--- config.mk ---
export PLATFORM = sky130hd
export DESIGN_NAME = add_mul_mix_seq
export DESIGN_NICKNAME = d
export VERILOG_FILES = /design/src/rtl/add_mul_mix_seq.sv
export SDC_FILE = /design/constraint.sdc
export NUM_CORES = 1
export LEC_CHECK = 0
export BUFFER_PORTS_ARGS = -buffer_cell sky130_fd_sc_hd__buf_2
export CAP_MARGIN = 40
export CORE_MARGIN = 2
export CORE_UTILIZATION = 54
export CTS_BUF_LIST = sky130_fd_sc_hd__clkbuf_16
export CTS_CLUSTER_DIAMETER = 150
export CTS_CLUSTER_SIZE = 24
export DETAILED_ROUTE_END_ITERATION = 6
export GPL_TIMING_DRIVEN = 0
export PLACE_DENSITY = 0.75
export SYNTH_ARGS = -nofsm -noshare
export SYNTH_HDL_FRONTEND = slang
export SYNTH_SLANG_ARGS = --single-unit
--- constraint.sdc ---
create_clock -name clk -period 2.3 [get_ports clk]
set_clock_uncertainty 0.05 [all_clocks]
set_input_delay 0 -clock clk [delete_from_list [all_inputs] [get_ports clk]]
set_output_delay 0 -clock clk [all_outputs]
set_load 0.01 [all_outputs]
--- src/rtl/add_mul_mix_seq.sv ---
// Sums two operand pairs, then multiplies the sums with a bit-serial shift-add multiplier.
// Latency: out_valid rises WIDTH+2 edges after acceptance; one operation in flight at a time.
// Backpressure: in_ready only in IDLE; DONE holds result stable until out_ready.
module add_mul_mix_seq #(
   parameter int WIDTH = 4
) (
   input  logic               clk,
   input  logic               rst,
   input  logic               in_valid,
   output logic               in_ready,
   input  logic [WIDTH-1:0]   a,
   input  logic [WIDTH-1:0]   b,
   input  logic [WIDTH-1:0]   c,
   input  logic [WIDTH-1:0]   d,
   input  logic               ext_mode,
   output logic               out_valid,
   input  logic               out_ready,
   output logic [2*WIDTH-1:0] result,
   output logic               result_ovf
);

   // Accumulator holds the full product of two (WIDTH+1)-bit sums.
   localparam int AW = 2*WIDTH + 2;
   // Iteration counter must reach WIDTH.
   localparam int CW = $clog2(WIDTH + 1);
   localparam logic [CW-1:0] LAST_ITER = CW'(WIDTH);

   typedef enum logic [1:0] {
      IDLE = 2'd0,
      ADD  = 2'd1,
      MUL  = 2'd2,
      DONE = 2'd3
   } state_t;

   state_t          state;
   state_t          state_nxt;

   // Operands captured at acceptance; later input changes cannot reach the datapath.
   logic [WIDTH-1:0] op_a;
   logic [WIDTH-1:0] op_b;
   logic [WIDTH-1:0] op_c;
   logic [WIDTH-1:0] op_d;
   logic             op_ext;

   // Sums with an optional carry bit.
   logic [WIDTH:0]   sum1;
   logic [WIDTH:0]   sum2;

   // Shift-add multiplier state.
   logic [AW-1:0]    mcand;
   logic [WIDTH:0]   mplier;
   logic [AW-1:0]    acc;
   logic [CW-1:0]    iter;

   logic             accept;
   logic             last_iter;

   assign accept    = in_valid && (state == IDLE);
   assign last_iter = (iter == LAST_ITER);

   // State register; reset aborts any operation in flight.
   always_ff @(posedge clk or posedge rst) begin
      if (rst) begin
         state <= IDLE;
      end else begin
         state <= state_nxt;
      end
   end

   // Next-state logic and handshake outputs.
   always_comb begin
      state_nxt = state;
      in_ready  = 1'b0;
      out_valid = 1'b0;
      case (state)
         IDLE: begin
            in_ready = 1'b1;
            if (in_valid) begin
               state_nxt = ADD;
            end
         end
         ADD: begin
            state_nxt = MUL;
         end
         MUL: begin
            if (last_iter) begin
               state_nxt = DONE;
            end
         end
         DONE: begin
            out_valid = 1'b1;
            if (out_ready) begin
               state_nxt = IDLE;
            end
         end
         default: begin
            state_nxt = IDLE;
         end
      endcase
   end

   // Sums of the captured operands; the carry is dropped in wrap mode.
   always_comb begin
      sum1 = {1'b0, op_a} + {1'b0, op_b};
      sum2 = {1'b0, op_c} + {1'b0, op_d};
      if (!op_ext) begin
         sum1[WIDTH] = 1'b0;
         sum2[WIDTH] = 1'b0;
      end
   end

   // Operand capture on the accepting edge.
   always_ff @(posedge clk or posedge rst) begin
      if (rst) begin
         op_a   <= '0;
         op_b   <= '0;
         op_c   <= '0;
         op_d   <= '0;
         op_ext <= 1'b0;
      end else if (accept) begin
         op_a   <= a;
         op_b   <= b;
         op_c   <= c;
         op_d   <= d;
         op_ext <= ext_mode;
      end
   end

   // Multiplier: ADD loads the sums, MUL consumes one multiplier bit per cycle, LSB first.
   always_ff @(posedge clk or posedge rst) begin
      if (rst) begin
         mcand  <= '0;
         mplier <= '0;
         acc    <= '0;
         iter   <= '0;
      end else begin
         case (state)
            ADD: begin
               mcand  <= AW'(sum1);
               mplier <= sum2;
               acc    <= '0;
               iter   <= '0;
            end
            MUL: begin
               if (mplier[0]) begin
                  acc <= acc + mcand;
               end
               mcand  <= mcand << 1;
               mplier <= mplier >> 1;
               iter   <= last_iter ? '0 : iter + 1'b1;
            end
            default: begin
               // Accumulator keeps the finished product through DONE and IDLE.
            end
         endcase
      end
   end

   // Result is exposed only while valid so partial products never appear on the outputs.
   always_comb begin
      result     = '0;
      result_ovf = 1'b0;
      if (state == DONE) begin
         result     = acc[2*WIDTH-1:0];
         result_ovf = |acc[AW-1:2*WIDTH];
      end
   end

endmodule

* Word level (Yosys, flattened, before mapping)
Cells that the tools add are included.
W data, S select, Z words.
** Cells by class
- $lt $le $gt $ge :: 0
- Muxes and demuxes :: 16
- Eq/ne operators :: 8
- Bitwise operators :: 0
- Div/mod/pow operators :: 0
- Multiply operators :: 0
- Shift-type cells :: 0
- $add $sub $neg :: 4
- Reduce and logical (&&, ||, !) cells :: 6
** Operators with widths (count)
- $pmux W10 S2 :: 2
- $add A10 B10 Y10 :: 1
- $add A4 B4 Y5 :: 2
- $mux W10 :: 1
- $pmux W5 S2 :: 1
- $mux W8 :: 1
- $ne A2 B2 Y1 const B :: 4
- $pmux W2 S4 :: 1
- $mux W2 :: 3
- $pmux W3 S2 :: 1
- $mux W1 :: 5
- $eq A2 B2 Y1 const B :: 2
- $add A3 B1 Y3 const B :: 1
- $eq A3 B3 Y1 const B :: 1
- $mux W3 :: 1
- $reduce_and A3 Y1 :: 1
- $eq A2 B1 Y1 const B :: 1
- $logic_not A2 Y1 :: 1
- $reduce_and A2 Y1 :: 1
- $reduce_bool A2 Y1 :: 1
- $reduce_or A2 Y1 :: 1
- $logic_and A1 B1 Y1 :: 1
** Word-level totals
- Memories kept :: 0
- Bits in registers :: 47
- Memory bits (read-only) :: 0
- Latch bits :: 0
- RAM bits :: 0
- Output and inout port bits :: 11
- Input port bits :: 21

* Depth between registers and ports, before layout
Gate-level depths: netlist of run 1.
- Depth after elaboration :: 3
- Gate-level depth with buffers :: 9
- Gate-level depth less buffers :: 9

* Worst setup path before layout of run 1
No wires, ideal clock.
- Kind :: register to register
- Start :: reg mcand[6]
- End :: reg acc[9]
- Data arrival time :: 1.933 ns
- Setup time :: 0.124 ns
- Setup slack :: 0.193 ns
- Cell stages (with the launch flop) :: 8
- Path through :: dfrtp_1 ha_1 a21o_1 a21oi_4 o21bai_2 or3_1 and3_1 a211o_1
** Between the ends
- Cells in the longest elaborated chain, start to end :: 3
** RTL lines
- from (decl) :: line 50 : logic [AW-1:0] mcand;
- from (signal assigned) :: line 139 : mcand <= AW'(sum1);
- from (signal assigned) :: line 148 : mcand <= mcand << 1;
- $add A10 B10 Y10 :: line 146 : acc <= acc + mcand;
- $mux W10 :: line 145 : if (mplier[0]) begin
- $pmux W10 S2 :: line 137 : case (state)
- to (signal assigned) :: line 146
- to (decl) :: line 52 : logic [AW-1:0] acc;
No other way between the ends. The select of a mux whose other input is x is not followed.
A chain may end at the register's enable or synchronous reset.

* Final worst setup path of run 1
- Start :: reg mcand[0]
- End :: reg acc[8]
Same word-level chain as after synthesis.

==> flow_metrics.env, run 1 <==
export IMPL_cts_tree="built"
export IMPL_setup_viol=0
export IMPL_htreeDepth=2
export IMPL_die_w_um=73.7
export IMPL_totalWireLength_mm=5.41
export IMPL_antenna_found_initial=0
export IMPL_start_kind="register"
export IMPL_status="finished, final reports clean"
export IMPL_crit_slowest_cell="or4_1"
export IMPL_synth_compound_area_share_pct=15.1
export IMPL_final_fill_count=369
export IMPL_cts_setup_buffers=0
export IMPL_synth_mux_area_share_pct=8.92
export IMPL_wl_per_cell_um=14.7
export IMPL_yosys_warnings=0
export IMPL_crit_arrival_ps=2370
export IMPL_place_congestion=0.802
export IMPL_io_pin_count=32
export IMPL_syn_to_final_growth_pct=24.6
export IMPL_grt_max_degree=29
export IMPL_grt_pass1_vias=1928
export IMPL_relSlewSlack_pct=61.9
export IMPL_combPwrFrac_pct=49.5
export IMPL_cts_sinks=47
export IMPL_clockRootBuffer="clkbuf_16"
export IMPL_core_area_mm2=0.00469
export IMPL_syn_nets=303
export IMPL_numPortBuffers=31
export IMPL_vias=2028
export IMPL_criticalPathCategory="register to register"
export IMPL_synth_top_cell_area_share_pct=44.8
export IMPL_ant_nets=0
export IMPL_drt_iter0_markers=72
export IMPL_grt_usage_pct=21.6
export IMPL_hold_viol_final=0
export IMPL_diodes=0
export IMPL_syn_inst=256
export IMPL_drt_pass1_iterations=4
export IMPL_synthTopCellsByArea="dfrtp_1 45%, ha_1 11%, mux2_2 7.7%, a21oi_1 3.8%, inv_1 3.1%"
export IMPL_synthAdderAreaFrac_pct=13.3
export IMPL_dieArea_mm2=0.00543
export IMPL_synth_xor_area_share_pct=2.67
export IMPL_grt_ovfl_total=0
export IMPL_synth_top_area_cell="dfrtp_1"
export IMPL_p_seq_share_pct=30.5
export IMPL_rows=25
export IMPL_viasPerCell=5.51
export IMPL_tns_ps=0
export IMPL_seq_area_frac_synth_pct=44.8
export IMPL_worst_pin_slew_ps=572
export IMPL_cp_max_fo=3
export IMPL_start_util_pct=55.9
export IMPL_clockBufferDepth=2
export IMPL_dp_hpwl_mm=3.72
export IMPL_max_stage_delay_ps=460
export IMPL_clk_pin_slew_ps=70
export IMPL_clk_latency_ps=290
export IMPL_crit_chain="ha_2 -> inv_1 -> fa_2 -> nor2b_1 -> o21ai_2 -> a21boi_2 -> nor2_1 -> or4_1 -> nand3_1"
export IMPL_cellPowerDensity_mw_per_mm2=1430
export IMPL_synthSimpleGateAreaFrac_pct=10.6
export IMPL_internal_power_uw=2830
export IMPL_worstSetupEndpointType="register"
export IMPL_grt_pass1_wl_mm=8.86
export IMPL_syn_area_mm2=0.00262
export IMPL_layout_drive_gt1_share_pct=22.0
export IMPL_fin_nets=360
export IMPL_remaining_drc_errors=0
export IMPL_ys_seq_elements=47
export IMPL_crit_required_ps=2470
export IMPL_synth_cell_types=37
export IMPL_switching_share_pct=39.5
export IMPL_switchingPower_uw=1850
export IMPL_hold_ws_ps=110
export IMPL_synth_top_family_by_area="compound AO/OA/AOI/OAI gates"
export IMPL_cts_inserted_buffers=5
export IMPL_drv_slew=0
export IMPL_avgSynthCellArea_um2=10.2
export IMPL_leakage_uw=0.00158
export IMPL_die_y_um=73.7
export IMPL_min_period_over_period_pct=95.3
export IMPL_worst_hold_path_type="primary input to register"
export IMPL_irDropWorstVdd_v=0.000835
export IMPL_drv_cap=0
export IMPL_min_period_ps=2190
export IMPL_fmax_mhz=456
export IMPL_pwr_share_clk_pct=20.1
cells by family after synthesis:
group / count (synthesis)
AOI/OAI and AO/OA: 64
xor gates and xnor gates: 8
adders and majority gates: 26
buffers and inverters: 32
DFF: 47
muxes: 21
and+or+nand+nor: 58
through the flow:
step / util, % / total power (µW) / cells / instance area [µm²] / setup slack (ps)
final: 69.6 / 4670 / 368 / 3270 / 107
after global routing: 69.6 / 5040 / 368 / 3270 / -13.1
after CTS: 69.1 / 4660 / 368 / 3240 / 7.73
after detailed placement: 61.1 / 3660 / 342 / 2870 / -42.5
after global placement: 60.6 / 3540 / 341 / 2850 / 24.4
after floorplan: - / 3120 / 256 / 2620 / 193
critical path, delay by kind of cell, from the launching register on:
family	cells	cell delay (ps)
adders and majority gates	2	550
buffers and inverters	1	50
DFF	1	400
and+or+nand+nor	4	780
AOI/OAI and AO/OA	2	290
repair_timing:
| item | CTS | global route |
|---|---|---|
| endpoints found under the setup margin | 10 | 3 |
| pin swaps | 0 | 1 |
| hold endpoints to repair | 36 | 0 |
| hold buffers | 18 | 0 |
| gates resized for setup | 1 | 5 |
final timing paths:
path                            from  endpoint  slack, ps  depth (start not counted)
setup / recovery            mcand[0]    acc[8]        110                          9
hold / removal             out_ready  state[0]        110                          4
setup reg to reg            mcand[0]    acc[8]        110                          9
hold reg to reg              iter[2]   iter[2]        450                          1
max in group asynchronous        rst  mcand[6]       1450                          4
min in group asynchronous        rst   op_b[1]        250                          3
state kept, by name, indices dropped and copies added (netlist names):
register  flops
mcand        10
op_d          4
op_c          4
acc          10
op_a          4
iter          3
mplier        5
op_ext        1
state         2
op_b          4
area by class of cell:
cell class,count,area (µm²),area share (%)
plain buffers,9,33.8,1.03
clock buffers,5,125,3.83
clock inverters,3,67.6,2.07
inverters,23,86.3,2.64
multi-input cells,177,1360,41.5
flip-flops and latches,47,1180,36.0
well taps,54,67.6,2.07
repair buffers,50,355,10.9
Yosys cell counts (all sizes together):
master,number
fa,3
clkbuf,9
a211o,1
mux2i,2
xor2,6
and3,1
o21a,2
or3,2
a31oi,1
a21oi,21
xnor2,2
a31o,1
nor2b,3
a221oi,1
o32ai,1
dfrtp,47
o21bai,1
a21o,6
a211oi,1
nand4,3
a21boi,1
a22o,1
or4,1
nand2,16
ha,23
nand3,10
and2,9
o21ai,22
mux2,19
nor2,13
o31ai,3
inv,23
a32o,1
placed cells by master, fill, tap and decap left out, drive strengths merged:
| cell type | netlist | layout |
|---|---|---|
| fa | 3 | 3 |
| a31o | 1 | 1 |
| or3 | 2 | 2 |
| buf | 0 | 32 |
| a211oi | 1 | 1 |
| o21bai | 1 | 1 |
| a211o | 1 | 1 |
| nand4 | 3 | 3 |
| nand3 | 10 | 10 |
| dlygate4sd3 | 0 | 18 |
| a221oi | 1 | 1 |
| a21boi | 1 | 1 |
| and3 | 1 | 1 |
| a21oi | 21 | 21 |
| clkbuf | 9 | 14 |
| inv | 23 | 23 |
| o21a | 2 | 2 |
| nand2 | 16 | 16 |
| a32o | 1 | 1 |
| mux2i | 2 | 2 |
| o32ai | 1 | 1 |
| and2 | 9 | 9 |
| ha | 23 | 23 |
| xnor2 | 2 | 2 |
| mux2 | 19 | 19 |
| nor2b | 3 | 3 |
| or4 | 1 | 1 |
| clkinvlp | 0 | 1 |
| a31oi | 1 | 1 |
| xor2 | 6 | 6 |
| o31ai | 3 | 3 |
| bufinv | 0 | 2 |
| nor2 | 13 | 13 |
| dfrtp | 47 | 47 |
| a22o | 1 | 1 |
| a21o | 6 | 6 |
| o21ai | 22 | 22 |
power groups by stage:
stage               Sequential (µW)  Clock [µW]  Combinational [µW]
finish                         1420         938                2310
floorplan                      1350           0                1760
CTS                            1420         951                2290
detailed placement             1430           0                2230
global route                   1470         974                2600
global placement               1410           0                2130
metal layers:
layer | routed length (µm) | share of wire (%) | vias to the layer above | track usage (%)
li1 | - | - | 1003 | -
met1 | 2280 | 42 | 980 | 25.0
met2 | 2890 | 53 | 40 | 39.6
met3 | 188 | 3.5 | 5 | 4.66
met4 | 52 | 0.96 | 0 | 6.46
met5 | 0 | 0 | - | 0
Note: power is estimated with default switching activity, not from simulation.
==> run 2: changes to the inputs <==
--- a/config.mk
+++ b/config.mk
@@ -9,7 +9,6 @@
 export CAP_MARGIN = 40
 export CORE_MARGIN = 2
 export CORE_UTILIZATION = 54
-export CTS_BUF_LIST = sky130_fd_sc_hd__clkbuf_16
 export CTS_CLUSTER_DIAMETER = 150
 export CTS_CLUSTER_SIZE = 24
 export DETAILED_ROUTE_END_ITERATION = 6
==> flow_metrics.env, run 2 (same netlist as run 1, synthesis figures left out) <==
export IMPL_relSlewSlack_pct=62.5
export IMPL_grt_usage_pct=21.5
export IMPL_cts_setup_buffers=0
export IMPL_grt_pass1_wl_mm=8.86
export IMPL_cts_inserted_buffers=5
export IMPL_drt_iter0_markers=66
export IMPL_irDropWorstVdd_v=0.000763
export IMPL_worst_hold_path_type="primary input to register"
export IMPL_clockRootBuffer="clkbuf_8"
export IMPL_hold_viol_final=0
export IMPL_clk_pin_slew_ps=90
export IMPL_place_congestion=0.802
export IMPL_most_common_layout_cells="47 x dfrtp_1, 31 x buf_2, 21 x inv_1, 21 x ha_1, 19 x a21oi_1"
export IMPL_worst_pin_slew_ps=562
export IMPL_p_seq_share_pct=32.1
export IMPL_fmax_mhz=462
export IMPL_totalWireLength_mm=5.30
export IMPL_drv_slew=0
export IMPL_fin_nets=360
export IMPL_status="finished, final reports clean"
export IMPL_start_kind="register"
export IMPL_grt_ovfl_total=0
export IMPL_combPwrFrac_pct=51.5
export IMPL_dieArea_mm2=0.00543
export IMPL_crit_arrival_ps=2360
export IMPL_switchingPower_uw=1800
export IMPL_die_w_um=73.7
export IMPL_cellPowerDensity_mw_per_mm2=1380
export IMPL_switching_share_pct=40.6
export IMPL_antenna_found_initial=0
export IMPL_wl_per_cell_um=14.4
export IMPL_finalWorstSetupSlack_ps=135
export IMPL_clk_latency_ps=310
export IMPL_hold_ws_ps=89.7
export IMPL_die_y_um=73.7
export IMPL_internal_power_uw=2630
export IMPL_grt_pass1_vias=1952
export IMPL_dp_hpwl_mm=3.72
export IMPL_clockBufferDepth=2
export IMPL_drt_pass1_iterations=4
export IMPL_worstSetupEndpointType="register"
export IMPL_min_period_ps=2170
export IMPL_start_util_pct=55.9
export IMPL_vias=2039
export IMPL_leakage_uw=0.00155
export IMPL_rows=25
export IMPL_ant_nets=0
export IMPL_core_area_mm2=0.00469
export IMPL_numPortBuffers=31
export IMPL_cts_sinks=47
export IMPL_remaining_drc_errors=0
export IMPL_grt_setup_unrepaired="yes"
export IMPL_fin_cells=368
export IMPL_placed_cells=342
export IMPL_drv_cap=0
export IMPL_cp_max_fo=3
export IMPL_final_common_cell="dfrtp_1"
export IMPL_grt_max_degree=29
export IMPL_htreeDepth=2
export IMPL_setup_viol=0
export IMPL_criticalPathCategory="register to register"
export IMPL_min_period_over_period_pct=94.1
export IMPL_largestRegisters="acc x10, mcand x10, mplier x5"
export IMPL_io_pin_count=32
export IMPL_syn_to_final_growth_pct=22.3
export IMPL_viasPerCell=5.54
export IMPL_crit_required_ps=2500
export IMPL_layout_drive_gt1_share_pct=21.7
export IMPL_pwr_share_clk_pct=16.4
export IMPL_diodes=0
export IMPL_cts_tree="built"
export IMPL_dp_slack_ps=-42.5
[run 2: routing by layer]
metal	part of all wire, %	track usage, %	vias to the layer above	routed length, µm
met5	0	0	-	0
met4	1.4	6.87	0	73
met3	3.8	4.94	8	203
met2	52	38.8	42	2750
met1	43	25.1	984	2270
li1	-	-	1005	-
[run 2: metrics by stage]
stage	instance area, µm²	power [µW]	util [%]	TNS [ps]
global route	3210	4820	68.3	-8.73
global placement	2850	3540	60.6	0
finish	3210	4430	68.3	0
detailed placement	2870	3660	61.1	-71.6
floorplan	2620	3120	-	0
CTS	3190	4440	68.0	0
[run 2: repair_timing]
item | CTS | global route
gates resized for setup | 2 | 3
hold buffers | 18 | 0
setup endpoints to repair | 10 | 3
hold endpoints to repair | 36 | 0
pin swaps | 0 | 1
[run 2: critical path: stages, from the launching register on]
cell and delay (ps):
dfrtp_1 420, ha_2 200, inv_1 50, fa_2 350
nor2b_1 110, o21ai_1 90, a21boi_2 200, nor2_1 70
or4_1 460, nand3_1 90
[run 2: power groups by stage]
stage	Combinational (µW)	Sequential [µW]	Clock, µW
3_5_place_dp	2230	1430	0
3_3_place_gp	2130	1410	0
5_1_grt	2590	1470	761
2_1_floorplan	1760	1350	0
6_report	2280	1420	728
4_1_cts	2280	1420	735
[run 2: final cells by class]
class | count | area [µm²]
Fill cell | 377 | 1490
Multi-Input combinational cell | 177 | 1350
Sequential cell | 47 | 1180
Timing Repair Buffer | 50 | 355
Inverter | 23 | 86.3
Clock buffer | 5 | 68.8
Clock inverter | 3 | 67.6
Tap cell | 54 | 67.6
Buffer | 9 | 33.8
[run 2: worst paths after layout]
path	startpoint	end	slack [ps]	cells after the start
worst max-delay path	mcand[0]	acc[8]	130	9
worst min-delay path	in_valid	state[0]	90	4
worst max register to register	mcand[0]	acc[8]	130	9
worst min register to register	iter[2]	iter[2]	450	1
max in group asynchronous	rst	mcand[7]	1470	4
min in group asynchronous	rst	mcand[1]	230	3
